$ cat src/rtl/serial_subtractor.sv
// serial_subtractor
//   Bit-serial subtractor: computes a - b - bin over WIDTH bits, one bit per
//   clock, LSB first, through a single full-subtract cell and a borrow flop.
//   Results are registered and held stable until the next operation ends.
//
// Ports
//   clk    rising-edge clock
//   rst_n  asynchronous active-low reset
//   start  request, sampled only in IDLE or DONE
//   a, b   minuend / subtrahend, captured on an accepted start
//   bin    borrow in, captured on an accepted start
//   busy   high while an operation is in progress
//   done   one-cycle pulse when a result is written
//   diff   registered difference (a - b - bin) mod 2^WIDTH
//   bout   registered borrow out (unsigned a < b + bin)
//   ovf    registered two's-complement overflow
module serial_subtractor #(
  parameter int WIDTH = 8
) (
  input  logic             clk,
  input  logic             rst_n,
  input  logic             start,
  input  logic [WIDTH-1:0] a,
  input  logic [WIDTH-1:0] b,
  input  logic             bin,
  output logic             busy,
  output logic             done,
  output logic [WIDTH-1:0] diff,
  output logic             bout,
  output logic             ovf
);

  localparam int CW = (WIDTH > 1) ? $clog2(WIDTH) : 1;
  localparam logic [CW-1:0] LAST = CW'(WIDTH - 1);

  localparam logic [1:0] S_IDLE = 2'd0;
  localparam logic [1:0] S_RUN  = 2'd1;
  localparam logic [1:0] S_DONE = 2'd2;

  logic [1:0]       state_q, state_d;
  logic [WIDTH-1:0] sa_q, sa_d;
  logic [WIDTH-1:0] sb_q, sb_d;
  logic [WIDTH-1:0] sd_q, sd_d;
  logic             br_q, br_d;
  logic [CW-1:0]    cnt_q, cnt_d;
  logic [WIDTH-1:0] diff_q, diff_d;
  logic             bout_q, bout_d;
  logic             ovf_q, ovf_d;

  // Full-subtract cell on the current LSBs.
  logic d_bit;
  logic br_next;

  always_comb begin
    d_bit   = sa_q[0] ^ sb_q[0] ^ br_q;
    br_next = (~sa_q[0] & sb_q[0]) | (~(sa_q[0] ^ sb_q[0]) & br_q);
  end

  always_comb begin
    state_d = state_q;
    sa_d    = sa_q;
    sb_d    = sb_q;
    sd_d    = sd_q;
    br_d    = br_q;
    cnt_d   = cnt_q;
    diff_d  = diff_q;
    bout_d  = bout_q;
    ovf_d   = ovf_q;

    case (state_q)
      S_IDLE, S_DONE: begin
        if (start) begin
          sa_d    = a;
          sb_d    = b;
          sd_d    = '0;
          br_d    = bin;
          cnt_d   = '0;
          state_d = S_RUN;
        end else begin
          state_d = S_IDLE;
        end
      end
      S_RUN: begin
        sa_d = sa_q >> 1;
        sb_d = sb_q >> 1;
        sd_d = {d_bit, sd_q[WIDTH-1:1]};
        br_d = br_next;
        if (cnt_q == LAST) begin
          // br_q here is the borrow into the MSB, so overflow is the
          // disagreement between borrow-in and borrow-out of the top bit.
          diff_d  = {d_bit, sd_q[WIDTH-1:1]};
          bout_d  = br_next;
          ovf_d   = br_q ^ br_next;
          state_d = S_DONE;
        end else begin
          cnt_d = cnt_q + CW'(1);
        end
      end
      default: state_d = S_IDLE;
    endcase
  end

  always_ff @(posedge clk or negedge rst_n) begin
    if (!rst_n) begin
      state_q <= S_IDLE;
      sa_q    <= '0;
      sb_q    <= '0;
      sd_q    <= '0;
      br_q    <= 1'b0;
      cnt_q   <= '0;
      diff_q  <= '0;
      bout_q  <= 1'b0;
      ovf_q   <= 1'b0;
    end else begin
      state_q <= state_d;
      sa_q    <= sa_d;
      sb_q    <= sb_d;
      sd_q    <= sd_d;
      br_q    <= br_d;
      cnt_q   <= cnt_d;
      diff_q  <= diff_d;
      bout_q  <= bout_d;
      ovf_q   <= ovf_d;
    end
  end

  assign busy = (state_q == S_RUN);
  assign done = (state_q == S_DONE);
  assign diff = diff_q;
  assign bout = bout_q;
  assign ovf  = ovf_q;

endmodule

$ cat config.mk
export PLATFORM = sky130hd
export DESIGN_NAME = serial_subtractor
export DESIGN_NICKNAME = d
export VERILOG_FILES = /design/src/rtl/serial_subtractor.sv
export SDC_FILE = /design/constraint.sdc
export NUM_CORES = 1
export LEC_CHECK = 0
export ABC_AREA = 1
export ABC_CLOCK_PERIOD_IN_PS = 1100
export CORE_ASPECT_RATIO = 1.25
export CORE_UTILIZATION = 47
export CTS_CLUSTER_DIAMETER = 60
export DETAILED_ROUTE_END_ITERATION = 12
export PLACE_DENSITY = 0.7
export SKIP_LAST_GASP = 1
export SYNTH_ARGS = -nofsm -noshare
export SYNTH_HDL_FRONTEND = slang
export SYNTH_SLANG_ARGS = --single-unit
$ cat constraint.sdc
create_clock -name clk -period 1.1 [get_ports clk]
set_input_delay 0.22 -clock clk [delete_from_list [all_inputs] [get_ports clk]]
set_output_delay 0.22 -clock clk [all_outputs]
set_load 0.05 [all_outputs]
Yosys cells after proc, flatten, opt, wreduce, memory -nomap -nowiden
Index checks and enable logic that the tools add are counted.
{"block": "word_totals", "regBits": 40}
{"block": "op_classes", "n_eq_ne": 6, "n_mux": 14, "n_reduce_logical": 6, "add_sub_neg": 1, "bitwise": 8}
{"operator": "one-hot mux 8 bit (2 select lines)", "n": 3}
{"operator": "2-to-1 mux 8 bit", "n": 3}
{"operator": "2-to-1 mux 3 bit", "n": 2}
{"operator": "one-hot mux 3 bit (2 select lines)", "n": 1}
{"operator": "inequality test 2 bit, second input constant", "n": 2}
{"operator": "one-hot mux 2 bit (2 select lines)", "n": 1}
{"operator": "AND reduction 2 bit", "n": 2}
{"operator": "adder 3 x 1 -> 3 bit, second input constant", "n": 1}
{"operator": "equality test 3 bit, second input constant", "n": 1}
{"operator": "AND reduction 3 bit", "n": 1}
{"operator": "XOR 1 bit", "n": 3}
{"operator": "AND 1 bit", "n": 2}
{"operator": "equality test 2 x 1 -> 1 bit, second input constant", "n": 1}
{"operator": "equality test 2 bit, second input constant", "n": 1}
{"operator": "logical NOT 2 bit", "n": 1}
{"operator": "2-to-1 mux 1 bit", "n": 2}
{"operator": "2-to-1 mux 2 bit", "n": 1}
{"operator": "inequality test 2 x 1 -> 1 bit, second input constant", "n": 1}
{"operator": "NOT 1 bit", "n": 2}
{"operator": "one-hot mux 1 bit (2 select lines)", "n": 1}
{"operator": "nonzero test 2 bit", "n": 1}
{"operator": "OR reduction 2 bit", "n": 1}
{"operator": "bitwise OR 1 bit", "n": 1}

Depth between registers and ports, before layout
Gate-level depths: netlist (run 1).
{"block": "logic_depth", "depth_word": 5, "ltp_mapped": 8, "ltp_nobuf": 7}

Least setup slack after synthesis (run 1)
Ideal clock, no wire load.
{"block": "synth_timing", "path_kind": "flip-flop to output port", "start": "register state_q[1]", "end": "output port done", "arrival_ps": 1386, "setup_slack_ps": -506, "path_stages_with_launch": 4, "cell_sequence": "dfrtp_1 -> inv_4 -> buf_2 -> nor2_1"}
{"block": "synth_between", "elab_chain_len": 1}
{"element": "start, declared", "line": "40", "rtl": "logic [1:0] state_q, state_d;"}
{"element": "start signal, assigned", "line": "115", "rtl": "state_q <= state_d;"}
{"element": "equality test 2 bit", "line": "128", "rtl": "assign done = (state_q == S_DONE);"}
{"element": "end, declared", "line": "27", "rtl": "output logic done,"}
No other way between the ends.

Worst setup path in the final report (run 1)
{"block": "layout_timing", "start": "register state_q[0]", "end": "output port busy"}
{"block": "layout_between", "elab_chain_len": 1}
{"element": "equality test 2 x 1 -> 1 bit", "line": "127", "rtl": "assign busy = (state_q == S_RUN);"}
{"element": "end, declared", "line": "26", "rtl": "output logic busy,"}
No other way between the ends.

==> flow_summary.json, run 1 <==
{
  "clk_pin_slew_ns": 0.08,
  "clock-root-buffer": "clkbuf_8",
  "syn-cell-area_sq_um": 1960,
  "max-slew-margin-rel_pct": 85.3,
  "vdd_drop_max_uv": 1340,
  "synth_warnings": 0,
  "post_drt_wl_per_cell_um": 15.3,
  "ys.flop_type": "dfrtp_1",
  "viasPerCell": 5.08,
  "antenna_cells": 0,
  "grt_overflow_total": 0,
  "drtIter0Drc": 100,
  "synth_adder_area_share_pct": 2.30,
  "cp-end-kind": "primary output",
  "hold_ws_ns": 0.444,
  "vias": 1810,
  "dp.cells": 327,
  "final_antenna_net_count": 0,
  "drv_slew": 0,
  "areaGrowthSynthToFinish_pct": 61.8,
  "critPathMaxFanout": 3,
  "ys_types": 20,
  "grt_pass1_wl_mm": 7.87,
  "violations": "negative setup slack",
  "cp.required_ns": 0.88,
  "worst_pin_slew_ns": 0.220,
  "max_cap_viol_count": 0,
  "finalHoldViolations": 0,
  "synthMuxAreaShare_pct": 0,
  "synth-xor-area-share_pct": 0.447,
  "regArea_sq_um": 977,
  "numCtsBuffers": 5,
  "drc_errors": 0,
  "drtPass1Iterations": 4,
  "cts_tree": "built",
  "core-area_sq_um": 3880,
  "fp.dieW_um": 59.7,
  "die-area_sq_um": 4430,
  "antenna_found_initial": 0,
  "fin_crit_ns": 1.35,
  "grt_pass1_vias": 1684,
  "startpoint_type": "flip-flop",
  "synth_nets": 253,
  "critPathArrivalTime_ns": 1.13,
  "skew_ns": 0.00629,
  "start_util_pct": 50.5,
  "path_class": "flip-flop to primary output",
  "total_power_mw": 10.5,
  "setup_violations": 43,
  "synth_seq_cells": 39,
  "synth_compound_area_share_pct": 7.03,
  "final_util_pct": 81.7,
  "io_pins": 32,
  "yosys.area_share.simple_pct": 27.2,
  "drive_gt1_share_pct": 40.4,
  "multi_input_area_sq_um": 946,
  "cts_sinks": 39,
  "synth_top_family_by_area": "simple AND/OR/NAND/NOR gates",
  "final_nets": 324,
  "htree_levels": 2,
  "min_path_type": "input port to async pin",
  "fillers": 240,
  "synth.avg_cell_area_sq_um": 8.51,
  "setup_tns_ns": -5.21,
  "power_density_nw_per_um2": 3310,
  "clk_path_buf_depth": 2,
  "rsz0062_at_grt": "true",
  "rr_worst_depth": 9,
  "p_leak_nw": 1.60,
  "synth_edf_count": 0,
  "synthArstFlopShare_pct": 100,
  "gp_congestion": 0.758,
  "port_buffers": 31,
  "die_y_um": 74.2,
  "period_share_pct": 123,
  "drt-total-wl_mm": 5.46,
  "grt_max_degree": 40,
  "final_cells": 356,
  "ys_seq_area_share_pct": 49.8,
  "synthCells": 230,
  "dp_hpwl_mm": 2.61,
  "grt_usage_pct": 24.4,
  "insertion_delay_ns": 0.28,
  "fmax_ghz": 0.741,
  "status": "complete, but fails checks",
  "setup_ws_ns": -0.250,
  "num_rows": 25
}
[state kept, by name, indices dropped and copies added (netlist names), 2 cells and up]
| register | flops |
|---|---|
| diff | 8 |
| sa_q | 8 |
| sb_q | 8 |
| sd_q | 7 |
| cnt_q | 3 |
| state_q | 2 |
[what timing repair did]
action	in CTS	in global routing
hold buffers	1	0
endpoints found under the setup margin	38	49
hold endpoints to repair	39	0
gates resized for setup	36	27
buffers inserted	8	8
pin swaps	11	10
gates cloned	3	1
[cell usage after synthesis (2+ instances only)]
| master | instances | area, sq um |
|---|---|---|
| buf_6 | 4 | 45.0 |
| dfrtp_1 | 39 | 976 |
| ha_1 | 2 | 25.0 |
| inv_1 | 43 | 161 |
| inv_4 | 2 | 12.5 |
| nand2_1 | 76 | 285 |
| nand2_4 | 3 | 33.8 |
| nand3_1 | 33 | 165 |
| nor2_1 | 2 | 7.51 |
| o21ai_0 | 3 | 15.0 |
| o21ai_2 | 14 | 123 |
[path summary, 6_finish.rpt]
check                           slack (ns)        from         end
max in group asynchronous             0.44       rst_n  state_q[1]
worst max-delay path                 -0.25  state_q[0]        busy
worst min-delay path                  0.44       rst_n     diff[1]
worst max register to register       -0.22  state_q[0]        br_q
worst min register to register        0.48     sb_q[4]     sb_q[4]
min in group clk                      0.48     sb_q[4]     sb_q[4]
[worst max-delay path, cell delays in order (launching register included)]
cell	delay [ns]
dfrtp_1	0.38
buf_4	0.15
inv_6	0.05
nor2_8	0.13
buf_12	0.14
[layer usage]
layer / part of all wire, % / GRT usage [%] / up-vias / routed length [um]
li1: - / - / 844 / -
met1: 36 / 28.0 / 888 / 1960
met2: 58 / 44.7 / 63 / 3190
met3: 3.3 / 4.87 / 15 / 182
met4: 2.4 / 8.27 / 0 / 131
met5: 0 / 0 / - / 0
[final cells by class]
cell class              count  share of cell area, %
flip-flops and latches     39                   30.8
multi-input cells         139                   29.9
clock buffers               8                   3.16
inverters                  46                   6.24
repair buffers             69                   27.5
well taps                  54                   2.13
repair inverters            1                  0.276
[cells by family (layout without fill, tap and decap cells)]
group | count (synthesis) | in the layout
AND/OR/NAND/NOR | 116 | 118
buffers and inverters | 54 | 124
flip-flops | 39 | 39
AO/OA/AOI/OAI | 17 | 17
adder cells (fa/ha/maj) | 3 | 3
XOR/XNOR | 1 | 1
[power by group]
part           switching, mW  internal, mW  total, mW
Combinational           3.54          3.22       6.76
Sequential             0.541          2.13       2.67
Clock                  0.471         0.572       1.04
[per-stage QoR]
| step | setup WS, ns | instance area (sq um) |
|---|---|---|
| after global placement | -0.217 | 2590 |
| after detailed placement | -0.260 | 2590 |
| after floorplan | -0.176 | 1970 |
| after global routing | -0.287 | 3170 |
| after CTS | -0.238 | 3000 |
| final | -0.250 | 3170 |
[cell usage in the layout, fill, tap and decap left out]
master and count:
buf_12 20, buf_16 1, buf_2 1, buf_4 19
buf_6 8, buf_8 1, clkbuf_1 1, clkbuf_8 7
clkdlybuf4s50_1 18, clkinv_8 1, dfrtp_1 38, dfrtp_2 1
dlygate4sd3_1 1, fa_2 1, ha_2 1, ha_4 1
inv_1 39, inv_2 2, inv_4 3, inv_6 2
nand2_1 62, nand2_2 14, nand2_4 1, nand2_8 5
nand3_1 18, nand3_2 14, nand3_4 1, nor2_4 2
nor2_8 1, o21ai_1 3, o21ai_2 13, o21ai_4 1
xnor2_2 1
(Power assumes the default switching activity.)
==> inputs of run 2 (changes only) <==
Settings changed: PLACE_DENSITY 0.7 to 0.74.
==> run 2 against run 1 <==
  * The run still ends with negative setup slack left
  * Power is 12% lower
  * Final cell count shrank 2.8%
  * Sequential share of layout area grew 2.6 points
  * Sequential power down 1%
  * Setup slack improved by 0.042 ns
  * Die area is the same
  * Maximum frequency up 3.2%
  * Clock-buffer cell count is 3 lower
  * Sequential cell count unchanged
  * Non-clock buffer count decreased by 10
  * Via count is 7.8% lower
  * Critical endpoint is now done
==> flow_summary.json, run 2 (synthesized netlist as in run 1, its figures left out) <==
{
  "path_class": "flip-flop to primary output",
  "grtUsageMet2_pct": 38.6,
  "clkPwrFrac_pct": 10.1,
  "grt.busiest_layer": "met2",
  "antenna_cells": 0,
  "fp.dieW_um": 59.7,
  "crit_slowest_cell": "dfrtp_1",
  "cp-end-kind": "primary output",
  "critPathArrivalTime_ns": 1.09,
  "setup_ws_ns": -0.208,
  "critPathMaxFanout": 2,
  "drv_slew": 0,
  "start_util_pct": 50.5,
  "layout_commonest_cell": "nand2_1",
  "multi_input_area_sq_um": 861,
  "clk_path_buf_depth": 2,
  "dp_hpwl_mm": 2.65,
  "startpoint_type": "flip-flop",
  "worstReg2RegEnd": "sb_q[3]",
  "power_density_nw_per_um2": 3160,
  "drtIter0Drc": 51,
  "drc_errors": 0,
  "cp.required_ns": 0.88,
  "use_met1_pct": 25.5,
  "p_seq_share_pct": 28.4,
  "worstReg2RegStart": "state_q[0]",
  "cts_sinks": 39,
  "placed_cell_area_sq_um": 2560,
  "antenna_found_initial": 0,
  "final_cells": 346,
  "worst-r2r-setup-slack_ns": -0.17,
  "drtPass1Iterations": 4,
  "numCtsBuffers": 5,
  "grt_overflow_total": 0,
  "setup_violations": 40,
  "dp.cells": 323,
  "gp_congestion": 0.793,
  "drive_gt1_share_pct": 31.2,
  "num_rows": 25,
  "fillers": 276,
  "fmax_ghz": 0.765,
  "skew_ns": 0.00780,
  "final_util_pct": 75.5,
  "clock-root-buffer": "clkbuf_8",
  "status": "complete, but fails checks",
  "rr_worst_depth": 7,
  "fin_area_sq_um": 2930,
  "period_share_pct": 119,
  "p_int_mw": 5.23,
  "grt_max_degree": 40,
  "worst_pin_slew_ns": 0.213,
  "p_leak_nw": 1.49,
  "grt_usage_pct": 22.0,
  "rsz0062_at_grt": "true",
  "max-slew-margin-rel_pct": 85.8,
  "vdd_drop_max_uv": 1160,
  "finalHoldViolations": 0,
  "min_path_type": "input port to async pin",
  "p_sw_share_pct": 43.5,
  "cp-startpoint": "state_q[0]",
  "cts_tree": "built",
  "grt_pass1_vias": 1662,
  "viasPerCell": 4.82,
  "total_power_mw": 9.26,
  "die_y_um": 74.2,
  "max_cap_viol_count": 0,
  "violations": "negative setup slack",
  "post_drt_wl_per_cell_um": 12.6,
  "areaGrowthSynthToFinish_pct": 49.6,
  "final_nets": 314,
  "use_met3_pct": 5.04,
  "fin_crit_ns": 1.31,
  "die-area_sq_um": 4430,
  "final_antenna_net_count": 0,
  "cp_slowest_stage_delay_ns": 0.40,
  "vias": 1669,
  "regArea_sq_um": 978,
  "comb_power_share_pct": 61.4,
  "core-area_sq_um": 3880,
  "htree_levels": 2,
  "grt_pass1_wl_mm": 7.25,
  "insertion_delay_ns": 0.29,
  "worstPathCellList": "buf_6 -> nor2_4 -> buf_12",
  "switchingPower_mw": 4.03,
  "clk_pin_slew_ns": 0.08,
  "io_pins": 32,
  "port_buffers": 31,
  "drt-total-wl_mm": 4.38,
  "crit_path_end": "done",
  "most-common-layout-cells": "nand2_1 (72), inv_1 (39), dfrtp_1 (37)"
}
==> run 2: changes by cell type in the layout (fill, tap and decap cells not counted), sizes merged <==
cell	delta
inv	-1
buf	-10
nand2	+1
clkinv	+3
clkbuf	-3
==> run 2: routing by layer <==
metal | routed length, um | up-vias
met5 | 0 | -
li1 | - | 824
met4 | 128 | 0
met3 | 173 | 11
met1 | 1730 | 781
met2 | 2350 | 53
==> run 2: final cells by class <==
| cell class | instances | area share (%) |
|---|---|---|
| clock buffer | 5 | 2.35 |
| timing repair buffer | 59 | 25.4 |
| clock inverter | 3 | 0.513 |
| sequential | 39 | 33.4 |
| inverter | 46 | 6.66 |
| tap | 54 | 2.31 |
| multi-input combinational | 140 | 29.4 |
==> run 2: timing repair <==
item / in CTS / in global routing
pin swaps: 12 / 3
buffers inserted: 6 / 5
hold buffers: 1 / 0
endpoints found under the setup margin: 40 / 50
gates cloned: 1 / 2
resized for setup: 28 / 9
hold endpoints to repair: 39 / 0
==> run 2: worst max-delay path, delay by kind of cell (launching register included) <==
family	cells	cell delay (ns)
flops	1	0.40
buf+inv	2	0.28
simple gates	1	0.12
==> run 2: power by group through the flow <==
| stage | Combinational, mW | Sequential [mW] | Clock [mW] |
|---|---|---|---|
| 4_1_cts | 5.41 | 2.60 | 0.962 |
| 6_report | 5.69 | 2.63 | 0.937 |
| 5_1_grt | 6.19 | 2.70 | 1.03 |
| 3_3_place_gp | 4.77 | 2.58 | 0 |
| 2_1_floorplan | 2.57 | 3.06 | 0 |
| 3_5_place_dp | 4.89 | 2.61 | 0 |
==> run 2: worst min path at each step <==
stage,slack (ns),from,end
global route,0.47,rst_n,diff[2]
CTS,0.43,rst_n,diff[2]
finish,0.44,rst_n,sd_q[5]
floorplan,-0.08,rst_n,bout
global placement,0.21,rst_n,sd_q[1]
detailed placement,0.21,rst_n,diff[2]
==> run 2: through the flow <==
step / setup slack (ns) / TNS [ns] / hold slack (ns)
global route: -0.263 / -7.10 / 0.468
finish: -0.208 / -4.69 / 0.442
CTS: -0.221 / -4.07 / 0.428
detailed placement: -0.257 / -6.72 / 0.212
floorplan: -0.176 / -2.52 / -0.0756
global placement: -0.248 / -6.68 / 0.205
